**src/rtl/serial_multiply.sv**
```systemverilog
// serial_multiply: iterative shift-add multiplier, one multiplier bit per
// enabled clock, with valid/ready handshakes and a pass-through tag.
module serial_multiply #(
   parameter int WIDTHA = 32,
   parameter int WIDTHB = 32,
   parameter int WIDTHP = 64,
   parameter int SIGNED = 0,
   parameter int TAGW   = 8
) (
   input  logic              clock,
   input  logic              aclr_n,
   input  logic              clken,
   input  logic              valid_in,
   output logic              ready_in,
   input  logic [WIDTHA-1:0] dataa,
   input  logic [WIDTHB-1:0] datab,
   input  logic [TAGW-1:0]   tag_in,
   output logic              valid_out,
   input  logic              ready_out,
   output logic [WIDTHP-1:0] product,
   output logic [TAGW-1:0]   tag_out
);

   localparam int AW = WIDTHA + WIDTHB;
   localparam int PW = (WIDTHP > AW) ? WIDTHP : AW;
   localparam int CW = (WIDTHB > 1) ? $clog2(WIDTHB) : 1;

   localparam logic [1:0] S_IDLE = 2'd0;
   localparam logic [1:0] S_BUSY = 2'd1;
   localparam logic [1:0] S_DONE = 2'd2;

   logic [1:0]        state_q, state_d;
   logic [AW-1:0]     mcand_q, mcand_d;
   logic [WIDTHB-1:0] mplier_q, mplier_d;
   logic [AW-1:0]     acc_q, acc_d;
   logic [CW-1:0]     cnt_q, cnt_d;
   logic              neg_q, neg_d;
   logic [TAGW-1:0]   tag_q, tag_d;
   logic [WIDTHP-1:0] prod_q, prod_d;

   logic              a_neg, b_neg, accept;
   logic [WIDTHA-1:0] a_mag;
   logic [WIDTHB-1:0] b_mag;
   logic [AW-1:0]     acc_nx;
   logic [PW-1:0]     ext, res;

   assign ready_in  = clken & ((state_q == S_IDLE) |
                               ((state_q == S_DONE) & ready_out));
   assign accept    = valid_in & ready_in;
   assign valid_out = (state_q == S_DONE);
   assign product   = prod_q;
   assign tag_out   = tag_q;

   always_comb begin
      a_neg  = (SIGNED != 0) && dataa[WIDTHA-1];
      b_neg  = (SIGNED != 0) && datab[WIDTHB-1];
      // -2^(W-1) negates to itself, which reads correctly as unsigned
      a_mag  = a_neg ? -dataa : dataa;
      b_mag  = b_neg ? -datab : datab;
      acc_nx = acc_q + (mplier_q[0] ? mcand_q : '0);
      ext    = PW'(acc_nx);
      res    = neg_q ? -ext : ext;

      state_d  = state_q;
      mcand_d  = mcand_q;
      mplier_d = mplier_q;
      acc_d    = acc_q;
      cnt_d    = cnt_q;
      neg_d    = neg_q;
      tag_d    = tag_q;
      prod_d   = prod_q;

      if (accept) begin
         state_d  = S_BUSY;
         mcand_d  = AW'(a_mag);
         mplier_d = b_mag;
         acc_d    = '0;
         cnt_d    = CW'(WIDTHB - 1);
         neg_d    = a_neg ^ b_neg;
         tag_d    = tag_in;
      end else if (clken) begin
         unique case (state_q)
            S_BUSY: begin
               acc_d    = acc_nx;
               mcand_d  = mcand_q << 1;
               mplier_d = mplier_q >> 1;
               if (cnt_q == '0) begin
                  state_d = S_DONE;
                  prod_d  = res[WIDTHP-1:0];
               end else begin
                  cnt_d = cnt_q - CW'(1);
               end
            end
            S_DONE: begin
               if (ready_out) state_d = S_IDLE;
            end
            default: ;
         endcase
      end
   end

   always_ff @(posedge clock or negedge aclr_n) begin
      if (!aclr_n) begin
         state_q  <= S_IDLE;
         mcand_q  <= '0;
         mplier_q <= '0;
         acc_q    <= '0;
         cnt_q    <= '0;
         neg_q    <= 1'b0;
         tag_q    <= '0;
         prod_q   <= '0;
      end else begin
         state_q  <= state_d;
         mcand_q  <= mcand_d;
         mplier_q <= mplier_d;
         acc_q    <= acc_d;
         cnt_q    <= cnt_d;
         neg_q    <= neg_d;
         tag_q    <= tag_d;
         prod_q   <= prod_d;
      end
   end

endmodule

```
**config.mk**
```make
export PLATFORM = sky130hd
export DESIGN_NAME = serial_multiply
export DESIGN_NICKNAME = d
export VERILOG_FILES = /design/src/rtl/serial_multiply.sv
export SDC_FILE = /design/constraint.sdc
export NUM_CORES = 1
export LEC_CHECK = 0
export ABC_AREA = 0
export BUFFER_PORTS_ARGS = -buffer_cell sky130_fd_sc_hd__buf_2
export CAP_MARGIN = 20
export CORE_ASPECT_RATIO = 0.7
export CORE_MARGIN = 2
export CORE_UTILIZATION = 59
export CTS_BUF_LIST = sky130_fd_sc_hd__clkbuf_16
export CTS_CLUSTER_DIAMETER = 30
export CTS_CLUSTER_SIZE = 40
export DETAILED_ROUTE_END_ITERATION = 7
export HOLD_SLACK_MARGIN = 0.12
export PLACE_DENSITY_LB_ADDON = 0.15
export SLEW_MARGIN = 10
export SYNTH_ARGS = -nofsm -noshare
export SYNTH_HDL_FRONTEND = slang
export SYNTH_SLANG_ARGS = --single-unit
```
**constraint.sdc**
```tcl
create_clock -name clock -period 4.9 [get_ports clock]
set_clock_uncertainty 0.15 [all_clocks]
set_input_delay 1.47 -clock clock [delete_from_list [all_inputs] [get_ports clock]]
set_output_delay 1.47 -clock clock [all_outputs]
set_load 0.02 [all_outputs]
```
# --- After elaboration in Yosys (flattened, before gate mapping) ---
# Cells that the tools add are included.
# W data, S select, Z words.
word_totals:
  elab_cells: 47
  out_inout_bits: 74
  memories: 0
  input_bits: 77
  ramBits: 0
  latchBits: 0
  register_bits: 239
  romBits: 0
op_classes:
  div: 0
  n_eq_ne: 5
  n_lt_le_gt_ge: 0
  multipliers: 0
  bitwise: 5
  n_shift: 0
  mux: 19
  n_reduce_logical: 9
  addsub: 2
op_table:
  columns: ["cell", "count"]
  rows:
  - ["$mux W64", 7]
  - ["$mux W32", 3]
  - ["$add A64 B64 Y64", 1]
  - ["$mux W5", 4]
  - ["$mux W2", 4]
  - ["$reduce_and A4 Y1", 2]
  - ["$logic_not A5 Y1", 1]
  - ["$sub A5 B1 Y5 const B", 1]
  - ["$pmux W2 S2", 1]
  - ["$reduce_bool A2 Y1", 2]
  - ["$and A1 B1 Y1", 3]
  - ["$ne A3 B1 Y1 const B", 1]
  - ["$ne A3 B3 Y1 const B", 1]
  - ["$reduce_and A3 Y1", 1]
  - ["$reduce_bool A3 Y1", 1]
  - ["$eq A2 B1 Y1 const B", 1]
  - ["$eq A2 B2 Y1 const B", 1]
  - ["$logic_not A2 Y1", 1]
  - ["$ne A2 B2 Y1 const B", 1]
  - ["$reduce_and A2 Y1", 1]
  - ["$not A1 Y1", 1]
  - ["$or A1 B1 Y1", 1]

# --- Logic depth before layout (Yosys ltp) ---
depth:
  word_depth: 7
  depth_mapped: 16
  mapped_depth_nobuf: 14

# --- Least setup slack after synthesis ---
# No wires, ideal clock.
synth_path:
  path_kind: "register to register"
  from: "reg mplier_q[0]"
  to: "reg prod_q[63] (netlist: product[63])"
  required_time_ps: 4625
  arrival_time_ps: 3502
  n_path_buf: 2
  path_stages_with_launch: 15
  setup_ps: 125
  slack_ps: 1123
  period_less_slack_ps: 3777
  cell_sequence: "dfrtp_1 > clkbuf_1 > clkbuf_1 > and2_1 > ha_1 > nor2b_1 > a311o_2 > a32oi_2 > a31oi_1 > a21o_2 > o211ai_4 > a31oi_4 > a211o_2 > xnor3_1 > mux2_4"
synth_via:
  elab_chain_len: 2
synth_rtl:
  columns: ["item", "line", "text"]
  rows:
  - ["from (decl)", "34", "logic [WIDTHB-1:0] mplier_q, mplier_d;"]
  - ["from (signal assigned)", "115", "mplier_q <= mplier_d;"]
  - ["$mux W64", "60", "acc_nx = acc_q + (mplier_q[0] ? mcand_q : '0);"]
  - ["$add A64 B64 Y64", "60", null]
  - ["to (signal assigned)", "120", "prod_q <= prod_d;"]
  - ["to (decl)", "39", "logic [WIDTHP-1:0] prod_q, prod_d;"]
# No other way between the ends.
# A chain may end at the register's enable or synchronous reset.

# --- Worst setup path after layout ---
layout_path:
  from: "reg mplier_q[0]"
  to: "reg prod_q[52] (netlist: product[52])"
# Same word-level chain as after synthesis.

==> out/qor.csv <==
metric,value,unit
die_h,129,µm
final_nets,1757,
cts_resized,0,
seqPwrFrac,26.4,%
htree_levels,2,
clock_tree.root_cell,clkbuf_16,
peakVddDrop,381,µV
async_flop_share,100,%
maxCapViolCount,0,
switching_power,5.74,mW
path_class,reg2reg,
fp.coreArea,21800,µm²
p_comb_share,54.7,%
yosysUniqueCellTypes,63,
ys_warn_count,0,
die_area,23500,µm²
initial_core_util,60.3,%
clk_latency,0.52,ns
antenna_found_initial,3,
syn-num-nets,1648,
area_growth,15.7,%
clk_pin_slew,0.06,ns
clock_path_buffers,3,
final_cell_mix,"239 x dfrtp_1, 222 x nand2_1, 168 x o21ai_0, 160 x nor2_1, 149 x buf_2",
r2r_cells,14,
fin_setup_tns,0,ns
finalHoldViolCount,0,
synth_xor_area_share,4.44,%
grt_max_degree,112,
cts_setup_buffers,0,
period_share,84.1,%
die_w,182,µm
switching_share,46.7,%
grt_pass1_wl,55900,µm
period_needed,4.12,ns
cts_hold_buf,0,
worst_slew_pin_slew,0.796,ns
crit_arrival,4.40,ns
synthAdderAreaFrac,6.34,%
drc,0,
cts_tree,done,
clock_sinks,239,
grt-ovfl-total,0,
antenna_cells,0,
gp_congestion,0.945,
synth_mux_area_share,0.371,%
cts_made_buffers,35,
relSlewSlack,46.9,%
crit_path_end,product[52],
final_layout_size_suffix_gt1_share,15.2,%
crit_required,5.18,ns
synthSimpleGateAreaFrac,19.6,%
ios,151,
yosysSeqAreaShare,45.5,%
vias_per_cell,5.92,
p_int,6.55,mW
vias,11368,
crit_path_end_kind,flip-flop,
status,finished clean,
synth_edf_count,0,
portBuffers,150,
synth_top_family_by_area,compound AO/OA/AOI/OAI gates,
grt_setup_unrepaired,false,
post_dp_cell_area,14100,µm²
final_common_cell,dfrtp_1,
drt_pass1_iterations,5,
p_clk_share,18.9,%
drt-wirelength-per-cell,18.2,µm
crit_start,mplier_q[0],
setup_viol,0,
fmax,0.243,GHz
syn_inst,1505,
design_area,15200,µm²
r2r_end,product[52],
detail-route-antenna-nets,0,
finalMaxSlewViolations,0,
totalWireLength,34900,µm
std_cell_rows,45,
synth_area,13100,µm²
grt_usage,29.9,%
p_leak,7.18,nW
hold_path_class,reg2reg,
place_hpwl,24400,µm
drt_iter0_markers,982,
first_global_vias,10391,
regToRegSetupSlack,0.78,ns
synth-seq-cells,239,
power_density,808,nW/µm²
critPathMaxFanout,39,
synth-compound-area-share,20.3,%
ys.flop_type,dfrtp_1,
reg2reg_from,mplier_q[0],
syn_area_per_cell,8.73,µm²
crit_path_start_kind,flip-flop,
sequential cells by signal, summed over array words and instances (netlist names):
register,flops
acc_q,64
cnt_q,5
mcand_q,64
mplier_q,32
product,64
state_q,2
tag_out,8
critical path: stages, from the launching register on:
cell and delay (ns):
dfrtp_1 0.39, buf_4 0.25, and2_1 0.19, ha_1 0.34, nand2_1 0.13, nor2_1 0.25, nand4_1 0.15, o221a_2 0.33
a31oi_1 0.37, a21oi_1 0.21, o21ai_1 0.55, nand2_1 0.12, o31a_1 0.26, xor2_1 0.15, o21ai_0 0.17
power by group through the flow:
stage                     logic (mW)  registers (mW)  clock network (mW)
after floorplan                 4.63            3.30                   0
after global placement          6.49            3.24                   0
after detailed placement        6.57            3.24                   0
after CTS                       6.60            3.24                2.36
after global routing            7.40            3.33                2.46
final                           6.72            3.25                2.33
worst min-delay path by stage:
| stage | from | slack [ns] | cells past startpoint | endpoint |
|---|---|---|---|---|
| 2_1_floorplan | mcand_q[32] | 0.31 | 2 | mcand_q[33] |
| 3_3_place_gp | product[42] | 0.30 | 2 | product[42] |
| 3_5_place_dp | tag_out[6] | 0.31 | 2 | tag_out[6] |
| 4_1_cts | product[8] | 0.33 | 2 | product[8] |
| 5_1_grt | product[27] | 0.35 | 2 | product[27] |
| 6_report | product[13] | 0.32 | 2 | product[13] |
metrics by stage:
stage	utilization [%]	cells	hold slack [ns]	total power [mW]	worst slack, ns
2_1_floorplan	-	1505	0.314	7.93	1.12
3_3_place_gp	64.7	1858	0.305	9.73	0.946
3_5_place_dp	64.7	1858	0.311	9.81	0.847
4_1_cts	69.7	1919	0.326	12.2	0.810
5_1_grt	69.8	1920	0.350	13.2	0.478
6_report	69.8	1920	0.320	12.3	0.779
kinds of logic after synthesis:
logic type      count (synthesis)
fa+ha+maj                      66
buf+inv                       119
flops                         239
compound gates                435
xor+xnor                       65
simple gates                  577
mux                             4
Yosys cell counts, drive strengths merged (7+ instances only):
cell type	number	area [µm²]
a31oi	8	65.1
xnor2	45	394
a22o	11	96.3
buf	8	33.8
inv	25	93.8
ha	65	813
o22ai	63	394
nor2	161	604
and2	70	439
nand4	25	156
o21bai	18	135
a21oi	74	378
clkbuf	86	323
o211ai	7	66.3
dfrtp	239	5980
a21o	37	280
o21a	7	52.6
xor2	19	166
nand2	225	845
nand3	56	280
nor3	8	40.0
o21ai	175	883
cell type report:
class                      instances  area, µm²
tap                              282        353
inverter                          25       93.8
clock buffer                      35        876
multi-input combinational       1147       6750
timing repair buffer             166        951
sequential                       239       5980
clock inverter                    26        209
fill                            1798       6580
metal layers:
| layer | part of all wire [%] | vias to the layer above | global-route usage (%) | wire [µm] |
|---|---|---|---|---|
| met1 | 50 | 5395 | 48.5 | 17500 |
| met3 | 8.9 | 55 | 7.16 | 3090 |
| met4 | 1.5 | 6 | 6.93 | 531 |
| met2 | 39 | 420 | 39.8 | 13800 |
| li1 | - | 5492 | - | - |
| met5 | 0.12 | - | 0 | 41 |
Note: power is estimated with default switching activity, not from simulation.
